[config.mk]
export PLATFORM = sky130hd
export DESIGN_NAME = aurora_fifo_packer_flat
export DESIGN_NICKNAME = d
export VERILOG_FILES = /design/src/rtl/aurora_fifo_packer_pkg.sv /design/src/rtl/aurora_fifo_packer_if.sv /design/src/rtl/aurora_rx_skid_buf.sv /design/src/rtl/aurora_fifo_packer.sv /design/src/flat_wrapper.sv
export SDC_FILE = /design/constraint.sdc
export NUM_CORES = 1
export LEC_CHECK = 0
export CELL_PAD_IN_SITES_DETAIL_PLACEMENT = 1
export CELL_PAD_IN_SITES_GLOBAL_PLACEMENT = 1
export CORE_UTILIZATION = 28
export DETAILED_ROUTE_END_ITERATION = 16
export PLACE_DENSITY = 0.64
export SLEW_MARGIN = 20
export SYNTH_ARGS = -nofsm -noshare
export SYNTH_HDL_FRONTEND = slang
export SYNTH_SLANG_ARGS = --single-unit
[constraint.sdc]
create_clock -name clk -period 6.3 [get_ports clk]
set_input_delay 1.575 -clock clk [delete_from_list [all_inputs] [get_ports clk]]
set_output_delay 1.575 -clock clk [all_outputs]
set_load 0.05 [all_outputs]
[src/rtl/aurora_fifo_packer_pkg.sv]
// Shared types and constants for the Aurora RX to native-FIFO packer.
package aurora_fifo_pkg;

  localparam int unsigned DROP_CNT_W  = 16;
  localparam int unsigned BEAT_DATA_W = 64;

  // Beat as held in the skid buffer. This is the default-width layout;
  // the packer declares the same shape at its own IN_WIDTH.
  typedef struct packed {
    logic                   last;
    logic [BEAT_DATA_W-1:0] data;
  } beat_t;

  // Width of a lane index. A single-lane word still gets a 1-bit counter.
  function automatic int unsigned lane_w(input int unsigned ratio);
    return (ratio > 1) ? $clog2(ratio) : 1;
  endfunction

endpackage

[src/rtl/aurora_fifo_packer_if.sv]
// Aurora RX stream in, native FIFO write port out, plus overflow status.
interface aurora_fifo_packer_if
  import aurora_fifo_pkg::*;
#(
  parameter int unsigned IN_WIDTH = 64,
  parameter int unsigned RATIO    = 4
) ();

  logic                      m_axis_tvalid;
  logic [IN_WIDTH-1:0]       m_axis_tdata;
  logic                      m_axis_tlast;
  logic                      fifo_full;
  logic                      wr_en;
  logic [IN_WIDTH*RATIO-1:0] data_in;
  logic [RATIO-1:0]          data_keep;
  logic                      data_last;
  logic                      overflow;
  logic                      overflow_clr;
  logic [DROP_CNT_W-1:0]     drop_cnt;

  // Stream source and FIFO side.
  modport master (
    output m_axis_tvalid, m_axis_tdata, m_axis_tlast, fifo_full, overflow_clr,
    input  wr_en, data_in, data_keep, data_last, overflow, drop_cnt
  );

  // Packer side.
  modport slave (
    input  m_axis_tvalid, m_axis_tdata, m_axis_tlast, fifo_full, overflow_clr,
    output wr_en, data_in, data_keep, data_last, overflow, drop_cnt
  );

endinterface

[src/rtl/aurora_rx_skid_buf.sv]
// Circular skid buffer. Pointers carry a wrap bit: equal index with differing
// wrap bits means full. The caller only pushes when there is room (or a pop
// frees the head in the same cycle) and only pops when non-empty.
module aurora_rx_skid_buf
  import aurora_fifo_pkg::*;
#(
  parameter type         entry_t = beat_t,
  parameter int unsigned DEPTH   = 4
) (
  input  logic   clk,
  input  logic   rst,
  input  logic   i_push,
  input  logic   i_pop,
  input  entry_t i_data,
  output logic   o_full,
  output logic   o_empty,
  output entry_t o_head
);

  localparam int unsigned AW = $clog2(DEPTH);

  logic [AW:0] r_wr_ptr;
  logic [AW:0] r_rd_ptr;
  entry_t      r_mem [DEPTH];

  // Pointer advance on push/pop.
  always_ff @(posedge clk) begin
    if (rst) begin
      r_wr_ptr <= '0;
      r_rd_ptr <= '0;
    end else begin
      if (i_push) r_wr_ptr <= r_wr_ptr + 1'b1;
      if (i_pop)  r_rd_ptr <= r_rd_ptr + 1'b1;
    end
  end

  // Storage write; contents need no reset since the pointers gate visibility.
  always_ff @(posedge clk) begin
    if (i_push) r_mem[r_wr_ptr[AW-1:0]] <= i_data;
  end

  assign o_empty = (r_wr_ptr == r_rd_ptr);
  assign o_full  = (r_wr_ptr[AW-1:0] == r_rd_ptr[AW-1:0]) &&
                   (r_wr_ptr[AW] != r_rd_ptr[AW]);
  assign o_head  = r_mem[r_rd_ptr[AW-1:0]];

endmodule

[src/rtl/aurora_fifo_packer.sv]
// Packs RATIO Aurora RX beats into one native-FIFO word, closing early on
// tlast. A skid buffer absorbs FIFO back-pressure; beats arriving while it is
// full are dropped and counted.
module aurora_fifo_packer
  import aurora_fifo_pkg::*;
#(
  parameter int unsigned IN_WIDTH  = 64,
  parameter int unsigned RATIO     = 4,
  parameter int unsigned BUF_DEPTH = 4
) (
  input  logic                 clk,
  input  logic                 rst,
  aurora_fifo_packer_if.slave  bus
);

  localparam int unsigned LANE_W = lane_w(RATIO);
  localparam int unsigned WORD_W = IN_WIDTH * RATIO;

  typedef struct packed {
    logic                last;
    logic [IN_WIDTH-1:0] data;
  } beat_w_t;

  beat_w_t w_in_beat;
  beat_w_t w_head;
  logic    w_full;
  logic    w_empty;
  logic    w_completes;
  logic    w_pop;
  logic    w_push;
  logic    w_drop;

  logic [WORD_W-1:0]     w_asm_next;
  logic [RATIO-1:0]      w_keep_next;

  logic [LANE_W-1:0]     r_lane;
  logic [WORD_W-1:0]     r_asm;
  logic [RATIO-1:0]      r_keep;
  logic                  r_wr_en;
  logic [WORD_W-1:0]     r_data_in;
  logic [RATIO-1:0]      r_data_keep;
  logic                  r_data_last;
  logic                  r_overflow;
  logic [DROP_CNT_W-1:0] r_drop_cnt;

  assign w_in_beat = '{last: bus.m_axis_tlast, data: bus.m_axis_tdata};

  // Only a word-completing head beat needs FIFO room; partial lanes always drain.
  assign w_completes = (r_lane == LANE_W'(RATIO - 1)) || w_head.last;
  assign w_pop       = !w_empty && (!w_completes || !bus.fifo_full);
  assign w_push      = !rst && bus.m_axis_tvalid && (!w_full || w_pop);
  assign w_drop      = !rst && bus.m_axis_tvalid && w_full && !w_pop;

  aurora_rx_skid_buf #(
    .entry_t (beat_w_t),
    .DEPTH   (BUF_DEPTH)
  ) u_skid (
    .clk     (clk),
    .rst     (rst),
    .i_push  (w_push),
    .i_pop   (w_pop),
    .i_data  (w_in_beat),
    .o_full  (w_full),
    .o_empty (w_empty),
    .o_head  (w_head)
  );

  // Assembly register with the head beat merged into the current lane.
  always_comb begin
    w_asm_next  = r_asm;
    w_keep_next = r_keep;
    w_asm_next[r_lane*IN_WIDTH +: IN_WIDTH] = w_head.data;
    w_keep_next[r_lane]                     = 1'b1;
  end

  // Lane packing and the registered FIFO write port.
  always_ff @(posedge clk) begin
    if (rst) begin
      r_lane      <= '0;
      r_asm       <= '0;
      r_keep      <= '0;
      r_wr_en     <= 1'b0;
      r_data_in   <= '0;
      r_data_keep <= '0;
      r_data_last <= 1'b0;
    end else begin
      r_wr_en <= 1'b0;
      if (w_pop) begin
        if (w_completes) begin
          r_data_in   <= w_asm_next;
          r_data_keep <= w_keep_next;
          r_data_last <= w_head.last;
          r_wr_en     <= 1'b1;
          r_asm       <= '0;
          r_keep      <= '0;
          r_lane      <= '0;
        end else begin
          r_asm  <= w_asm_next;
          r_keep <= w_keep_next;
          r_lane <= r_lane + 1'b1;
        end
      end
    end
  end

  // Sticky overflow (set beats clear) and saturating drop counter.
  always_ff @(posedge clk) begin
    if (rst) begin
      r_overflow <= 1'b0;
      r_drop_cnt <= '0;
    end else begin
      if (w_drop)                r_overflow <= 1'b1;
      else if (bus.overflow_clr) r_overflow <= 1'b0;
      if (w_drop && (r_drop_cnt != '1)) r_drop_cnt <= r_drop_cnt + 1'b1;
    end
  end

  assign bus.wr_en     = r_wr_en;
  assign bus.data_in   = r_data_in;
  assign bus.data_keep = r_data_keep;
  assign bus.data_last = r_data_last;
  assign bus.overflow  = r_overflow;
  assign bus.drop_cnt  = r_drop_cnt;

endmodule

[src/flat_wrapper.sv]
// flat-port wrapper written by rule: the top's interface ports become plain ports
module aurora_fifo_packer_flat import aurora_fifo_pkg::*;
#(
  parameter int unsigned IN_WIDTH  = 64,
  parameter int unsigned RATIO     = 4,
  parameter int unsigned BUF_DEPTH = 4
)
  (clk, rst, bus_m_axis_tvalid, bus_m_axis_tdata, bus_m_axis_tlast, bus_fifo_full, bus_overflow_clr, bus_wr_en, bus_data_in, bus_data_keep, bus_data_last, bus_overflow, bus_drop_cnt);
  aurora_fifo_packer_if #(.IN_WIDTH(IN_WIDTH), .RATIO(RATIO)) bus_i ();
  input  logic clk;
  input  logic rst;
  input wire logic [$bits(bus_i.m_axis_tvalid)-1:0] bus_m_axis_tvalid;
  input wire logic [$bits(bus_i.m_axis_tdata)-1:0] bus_m_axis_tdata;
  input wire logic [$bits(bus_i.m_axis_tlast)-1:0] bus_m_axis_tlast;
  input wire logic [$bits(bus_i.fifo_full)-1:0] bus_fifo_full;
  input wire logic [$bits(bus_i.overflow_clr)-1:0] bus_overflow_clr;
  output wire logic [$bits(bus_i.wr_en)-1:0] bus_wr_en;
  output wire logic [$bits(bus_i.data_in)-1:0] bus_data_in;
  output wire logic [$bits(bus_i.data_keep)-1:0] bus_data_keep;
  output wire logic [$bits(bus_i.data_last)-1:0] bus_data_last;
  output wire logic [$bits(bus_i.overflow)-1:0] bus_overflow;
  output wire logic [$bits(bus_i.drop_cnt)-1:0] bus_drop_cnt;
  assign bus_i.m_axis_tvalid = bus_m_axis_tvalid;
  assign bus_i.m_axis_tdata = bus_m_axis_tdata;
  assign bus_i.m_axis_tlast = bus_m_axis_tlast;
  assign bus_i.fifo_full = bus_fifo_full;
  assign bus_i.overflow_clr = bus_overflow_clr;
  assign bus_wr_en = bus_i.wr_en;
  assign bus_data_in = bus_i.data_in;
  assign bus_data_keep = bus_i.data_keep;
  assign bus_data_last = bus_i.data_last;
  assign bus_overflow = bus_i.overflow;
  assign bus_drop_cnt = bus_i.drop_cnt;
  aurora_fifo_packer #(.IN_WIDTH(IN_WIDTH), .RATIO(RATIO), .BUF_DEPTH(BUF_DEPTH)) u_core (.clk(clk), .rst(rst), .bus(bus_i));
endmodule
==> results of run 1 <==
## cell families (layout without fill, tap and decap cells)
family                   after synthesis  after routing
AO/OA/AOI/OAI                        811            811
AND/OR/NAND/NOR                     1116           1116
flip-flops                           809            809
other                                  0              9
buffers and inverters                338            634
adder cells (fa/ha/maj)               14             14
XOR/XNOR                               8              8
multiplexers                          68             68
## power breakdown
| group | internal (mW) | total (mW) | switching [mW] |
|---|---|---|---|
| clock | 3.19 | 5.48 | 2.29 |
| sequential | 5.85 | 6.20 | 0.345 |
| combinational | 1.63 | 5.65 | 4.03 |
| total | 10.7 | 17.3 | 6.66 |
## layout make-up
type	count	area, sq um
Multi-Input combinational cell	2017	12500
Clock inverter	44	409
Tap cell	1512	1890
Inverter	76	285
Sequential cell	809	18800
Timing Repair Buffer	383	3880
Fill cell	12731	74400
Clock buffer	131	2680
Antenna cell	9	22.5
## layer usage
metal	share of wire, %	GRT usage (%)	vias to the layer above
li1	-	-	11512
met1	46	23.3	12110
met2	46	27.8	462
met3	6.3	4.56	136
met4	2.2	5.45	22
met5	0.14	0	-
## registers in the layout, summed over array words and instances (netlist names), named ones only
name / count
u_core.u_skid.r_wr_ptr: 3
u_core.bus.data_keep: 4
u_core.u_skid.r_mem: 260
u_core.r_asm: 256
u_core.bus.wr_en: 1
u_core.r_lane: 2
u_core.bus.overflow: 1
u_core.bus.data_last: 1
u_core.bus.data_in: 256
u_core.bus.drop_cnt: 16
u_core.u_skid.r_rd_ptr: 3
u_core.r_keep: 4
## worst min-delay path, stage by stage, from the launching register on
cell,delay [ns]
dfxtp_1,0.30
nand2_1,0.05
a21oi_1,0.05
## cells in the mapped netlist (14+ instances only)
library cell	count
a211oi_1	87
a211oi_2	100
a21oi_1	462
a22oi_1	70
buf_2	91
clkbuf_1	151
dfxtp_1	549
edfxtp_1	260
ha_1	14
inv_1	76
mux4_2	64
nand2_1	404
nand2b_1	58
nor2_1	278
nor2b_1	188
o21ai_0	80
or3_1	134
## metrics by stage
step | setup WS, ns | area, sq um | power [mW]
6_report | 2.34 | 40400 | 17.3
3_3_place_gp | 1.95 | 37300 | 12.0
2_1_floorplan | 1.21 | 32600 | 9.98
3_5_place_dp | 1.88 | 37300 | 12.0
5_1_grt | 2.00 | 40400 | 18.2
4_1_cts | 2.35 | 40400 | 17.6
## final timing paths
path	startpoint	end	slack, ns	depth (start not counted)
min	u_core.r_asm[36]	u_core.r_asm[36]	0.44	2
max	u_core.r_lane[0]	u_core.bus.data_in[50]	2.34	8
max reg2reg	u_core.r_lane[0]	u_core.bus.data_in[50]	2.34	8
min reg2reg	u_core.r_asm[36]	u_core.r_asm[36]	0.44	2
==> results.toml, run 1 <==
[outcome]
status = "finished, final reports clean"

[detailed_routing]
firstDrtPassIters = 5
drtIter0Drc = 1290
num_vias = 24242
antenna_left = 0
drt_wl_total_mm = 105
vias_per_cell = 4.87
drc_errors = 0
wl_per_cell_um = 21.1

[cts]
cts_setup_buffers = 0
htree_num_levels = 3
cts_resized = 0
hold_buffers = 0
clkSinkCount = 809
cts_tree = "done"
numCtsBuffers = 94
clk_path_buf_depth = 3
ctsRootBufferMaster = "clkbuf_16"
path_clk_slew_ns = 0.06
clk-insertion-delay-late_ns = 0.68

[logic_synthesis]
synthMuxAreaShare_pct = 4.57
syn_area_sq_mm = 0.0326
syn_nets = 3248
synthXorXnorAreaFrac_pct = 0.261
synth-simple-area-share_pct = 16.3
synthCells = 3164
ys_seq_elements = 809
synth_enable_flop_cells = 260
synth.top_cell.area_share_pct = 33.7
synthArstFlopShare_pct = 0
synth_top_area_cell = "dfxtp_1"
synth_adder_area_share_pct = 0.538
synth_top_flop_cell = "dfxtp_1"
synthTopCellsByArea = "dfxtp_1 (34%), edfxtp_1 (24%), a21oi_1 (7.1%)"
syn_avg_cell_area_sq_um = 10.3
synth_top_family_by_area = "simple AND/OR/NAND/NOR gates"
synth.distinct_cells = 55
synth-seq-area-share_pct = 57.7
ys_warn_count = 0
synth_compound_area_share_pct = 16.1

[timing]
min_period_ns = 3.96
max_freq_mhz = 252
setup_violations = 0
hold_viol_final = 0
slew_violations = 0
final.period_utilization_pct = 62.9
slew_headroom_pct = 28.0
finClkSkew_ns = 0.0240
fin_setup_tns_ns = 0
worst_slew_pin_slew_ns = 1.08
whs_ns = 0.444
rsz0062_at_grt = "false"

[placement]
place.gp.congestion = 0.722
hpwl_mm = 64.9
port-buffer-count = 348
dp.cells = 4796

[global_routing]
grt_pass1_vias = 24539
grt_overflow_total = 0
grt_max_degree = 210
grtUsageTotal_pct = 17.5
antenna_found_initial = 17
grt_pass1_wl_mm = 157

[critical_path]
crit_type = "flip-flop to flip-flop"
path_buf_inv = 2
cp_top_family = "buffers and inverters"
max_stage_delay_ns = 0.70
critical_path_peak_fanout = 209
worstPathArrival_ns = 4.54
critPathMostFrequentCell = "nor2_1"
cp.required_ns = 6.87
critPathSlowestCell = "dfxtp_1"
crit_chain = "ha_1, nor2_1, o2bb2a_4, buf_4, nor3b_4, buf_12, nor2_1, a211oi_1"
crit_path_end_kind = "flip-flop"
start_kind = "flip-flop"

[layout]
final_common_cell = "dfxtp_1"
area_growth_pct = 24.1
final_util_pct = 35.2
fin_cells = 4981
final_cell_mix = "dfxtp_1 (547), a21oi_1 (462), nand2_1 (404)"
nets = 3465
layout-drive-gt1-share_pct = 11.0

[floorplan]
die_w_um = 343
start_util_pct = 28.4
die_y_um = 343
io_pins = 349
rows = 124
dieArea_sq_mm = 0.118
design.core.area_sq_mm = 0.115

[flow_run]
cap_violations = 0

[power_and_ir_drop]
p_leak_nw = 12.6
ir_drop_v = 0.000293
p_per_area_mw_per_mm2 = 429

[min_path]
hp-class = "flip-flop to flip-flop"
No activity file was read; power rests on OpenSTA's default activity.
==> inputs of run 2 (changes only) <==
==> constraint.sdc (replaced) <==
create_clock -name clk -period 3.9 [get_ports clk]
set_input_delay 0.975 -clock clk [delete_from_list [all_inputs] [get_ports clk]]
set_output_delay 0.975 -clock clk [all_outputs]
set_load 0.05 [all_outputs]
==> results.toml, run 2 (synthesis gave the netlist of run 1 again) <==
[min_path]
hp-class = "flip-flop to flip-flop"

[detailed_routing]
drtIter0Drc = 1459
antenna_left = 0
wl_per_cell_um = 21.4
drc_errors = 0
drt_wl_total_mm = 107
vias_per_cell = 4.91
num_vias = 24585
firstDrtPassIters = 5

[cts]
clk_path_buf_depth = 3
htree_num_levels = 3
numCtsBuffers = 95
clk-insertion-delay-late_ns = 0.66
cts_tree = "done"
cts_resized = 0
clkSinkCount = 809
ctsRootBufferMaster = "clkbuf_16"
hold_buffers = 0
cts_setup_buffers = 0
path_clk_slew_ns = 0.06

[global_routing]
antenna_found_initial = 8
grt_overflow_total = 0
grt_pass1_wl_mm = 161
grtUsageTotal_pct = 17.9
gr-usage-met2_pct = 29.7
use_met3_pct = 3.73
grt_pass1_vias = 25260
top_usage_layer = "met2"
global_route.usage.met1_pct = 23.7
grt_max_degree = 148

[timing]
max_freq_mhz = 309
whs_ns = 0.444
slew_violations = 0
setup_violations = 0
fin_setup_tns_ns = 0
finClkSkew_ns = 0.0166
fin_ws_ns = 0.665
rsz0062_at_grt = "false"
worst_slew_pin_slew_ns = 1.11
final.period_utilization_pct = 82.9
hold_viol_final = 0
min_period_ns = 3.23
slew_headroom_pct = 25.9

[critical_path]
crit_type = "flip-flop to flip-flop"
critical_path_peak_fanout = 35
start_kind = "flip-flop"
worstPathArrival_ns = 3.81
crit_path_end_kind = "flip-flop"
cp.required_ns = 4.48

[placement]
port-buffer-count = 348
dp.cells = 4827
dpl-instance-area_sq_mm = 0.0378
pre_cts_ws_ns = 0.535
place.gp.congestion = 0.727
hpwl_mm = 67.6

[power_and_ir_drop]
switching_share_pct = 38.1
p_total_mw = 28.7
p_leak_nw = 12.8
p_seq_share_pct = 34.5
p_sw_mw = 10.9
p_comb_share_pct = 33.4
internal_power_mw = 17.8
clockPowerShare_pct = 32.1
ir_drop_v = 0.000603
p_per_area_mw_per_mm2 = 699

[layout]
area_growth_pct = 25.8
final_util_pct = 35.7
fillers = 12677
fin_cells = 5008
layout-drive-gt1-share_pct = 11.6
final_cell_mix = "dfxtp_1 (547), a21oi_1 (462), nand2_1 (404)"
design_area_sq_mm = 0.0410
nets = 3496
final_common_cell = "dfxtp_1"
largest_reg_flops = 260

[outcome]
status = "finished, final reports clean"

[floorplan]
dieArea_sq_mm = 0.118
rows = 124
die_y_um = 343
start_util_pct = 28.4
io_pins = 349
die_w_um = 343
design.core.area_sq_mm = 0.115

[flow_run]
cap_violations = 0
## run 2: cell count changes in the layout (fill, tap and decap cells not counted), sizes merged
| cell | change |
|---|---|
| buf | +30 |
| clkbuf | -6 |
| diode | -6 |
| bufinv | +5 |
| clkinvlp | +3 |
| inv | +1 |
## run 2: metal layers
| layer | up-vias | routed length (um) |
|---|---|---|
| met1 | 12479 | 49600 |
| met3 | 126 | 5410 |
| met5 | - | 40 |
| met4 | 6 | 2000 |
| li1 | 11563 | - |
| met2 | 411 | 50200 |
## run 2: final timing paths
| path | end | slack [ns] | cells after the start | startpoint |
|---|---|---|---|---|
| max | u_core.r_asm[164] | 0.67 | 7 | u_core.r_lane[0] |
| min | u_core.r_asm[7] | 0.44 | 2 | u_core.r_asm[7] |
| max reg2reg | u_core.r_asm[164] | 0.67 | 7 | u_core.r_lane[0] |
| min reg2reg | u_core.r_asm[7] | 0.44 | 2 | u_core.r_asm[7] |
## run 2: final cells by class
cell class	count	area [sq um]	area share, %
flip-flops and latches	809	18800	45.9
multi-input cells	2017	12500	30.4
repair buffers	413	4310	10.5
clock buffers	125	2660	6.47
well taps	1512	1890	4.61
clock inverters	53	586	1.43
inverters	76	285	0.696
diodes	3	7.51	0.0183
## run 2: power by group through the flow
stage	Combinational [mW]	Clock, mW	Sequential (mW)
finish	9.59	9.20	9.89
global route	10.2	9.77	9.98
CTS	9.69	9.45	9.91
detailed placement	9.65	0	10.1
global placement	9.58	0	10.1
floorplan	4.52	0	11.6
## run 2: worst max-delay path: stages (launching register included)
cell      delay [ns]
dfxtp_1         0.50
inv_1           0.33
ha_4            0.55
nor4bb_4        0.40
buf_4           0.57
a21oi_1         0.27
or3_1           0.36
a21oi_1         0.14
==> inputs of run 3 (changes only) <==
--- a/config.mk
+++ b/config.mk
@@ -9,7 +9,7 @@
 export CELL_PAD_IN_SITES_GLOBAL_PLACEMENT = 1
 export CORE_UTILIZATION = 28
 export DETAILED_ROUTE_END_ITERATION = 16
-export PLACE_DENSITY = 0.64
+export PLACE_DENSITY = 0.66
 export SLEW_MARGIN = 20
 export SYNTH_ARGS = -nofsm -noshare
 export SYNTH_HDL_FRONTEND = slang
==> constraint.sdc (replaced) <==
create_clock -name clk -period 2.89 [get_ports clk]
set_input_delay 0.7225 -clock clk [delete_from_list [all_inputs] [get_ports clk]]
set_output_delay 0.7225 -clock clk [all_outputs]
set_load 0.05 [all_outputs]
==> results.toml, run 3 (synthesis gave the netlist of run 1 again) <==
[floorplan]
io_pins = 349
rows = 124
die_y_um = 343
dieArea_sq_mm = 0.118
start_util_pct = 28.4
die_w_um = 343
design.core.area_sq_mm = 0.115

[power_and_ir_drop]
ir_drop_v = 0.000563
p_per_area_mw_per_mm2 = 939
p_leak_nw = 13.1
p_total_mw = 38.9

[layout]
final_cell_mix = "dfxtp_1 (545), a21oi_1 (462), nand2_1 (404)"
final_util_pct = 36.1
area_growth_pct = 27.2
largest_reg_flops = 260
final_common_cell = "dfxtp_1"
layout-drive-gt1-share_pct = 12.9
nets = 3534
fin_cells = 5050

[placement]
place.gp.congestion = 0.742
port-buffer-count = 348
dp.cells = 4867
hpwl_mm = 70.6
pre_cts_ws_ns = 0.0620

[cts]
cts_tree = "done"
htree_num_levels = 3
hold_buffers = 0
clk_path_buf_depth = 3
ctsRootBufferMaster = "clkbuf_16"
cts_resized = 0
clkSinkCount = 809
path_clk_slew_ns = 0.06
cts_setup_buffers = 0
numCtsBuffers = 93
clk-insertion-delay-late_ns = 0.67

[detailed_routing]
antenna_left = 0
num_vias = 24725
vias_per_cell = 4.90
drc_errors = 0
drt_wl_total_mm = 108
drtIter0Drc = 1416
wl_per_cell_um = 21.4
firstDrtPassIters = 5

[flow_run]
cap_violations = 0

[global_routing]
grt_pass1_vias = 25458
antenna_found_initial = 17
grt_overflow_total = 0
grt_pass1_wl_mm = 161
grt_max_degree = 166
grtUsageTotal_pct = 18.0

[critical_path]
path_buf_inv = 1
max_stage_delay_ns = 0.87
worstPathArrival_ns = 2.01
start_kind = "flip-flop"
crit_path_end_kind = "output port"
crit_chain = "clkdlybuf4s50_1"
cp.required_ns = 2.17
crit_type = "flip-flop to output port"
critical_path_peak_fanout = 2
cp_top_family = "buffers and inverters"
critPathSlowestCell = "clkdlybuf4s50_1"

[timing]
rsz0062_at_grt = "false"
final.period_utilization_pct = 94.5
finClkSkew_ns = 0.0265
hold_viol_final = 0
min_period_ns = 2.73
slew_headroom_pct = 30.0
setup_violations = 0
max_freq_mhz = 366
slew_violations = 0
fin_ws_ns = 0.159
whs_ns = 0.344
worst_slew_pin_slew_ns = 1.05

[min_path]
hp-class = "input port to flip-flop"

[outcome]
status = "finished, final reports clean"
## run 3: final cells by class
type	count	area, sq um
antenna	7	17.5
clock buffer	126	2620
clock inverter	50	543
fill	12747	73400
inverter	76	285
multi-input combinational	2017	12500
sequential	809	18800
tap	1512	1890
timing repair buffer	453	4810
## run 3: through the flow
step	cell area [sq um]	setup TNS, ns
final	41500	0
after global routing	41400	0
after CTS	41400	0
after detailed placement	38300	0
after global placement	38300	0
after floorplan	32600	-29.15
## run 3: power by group
group | internal [mW] | switching (mW) | total, mW
clock network | 7.26 | 4.92 | 12.2
logic | 4.25 | 9.06 | 13.3
registers | 12.8 | 0.651 | 13.4
## run 3: worst paths after layout
| path | startpoint | to | slack, ns | cells after the start |
|---|---|---|---|---|
| worst max-delay path | u_core.bus.data_in[217] | bus_data_in[217] | 0.16 | 1 |
| worst min-delay path | rst | u_core.bus.data_in[65] | 0.34 | 2 |
| worst max register to register | u_core.r_lane[0] | u_core.r_asm[130] | 0.30 | 7 |
| worst min register to register | u_core.r_asm[166] | u_core.r_asm[166] | 0.44 | 2 |
## run 3: routing by layer
layer	global-route usage [%]	routed length (um)	share of wire, %
met5	0	144	0.13
met4	4.68	1980	1.8
met2	30.0	51500	48
met3	4.38	6070	5.6
met1	23.2	48500	45
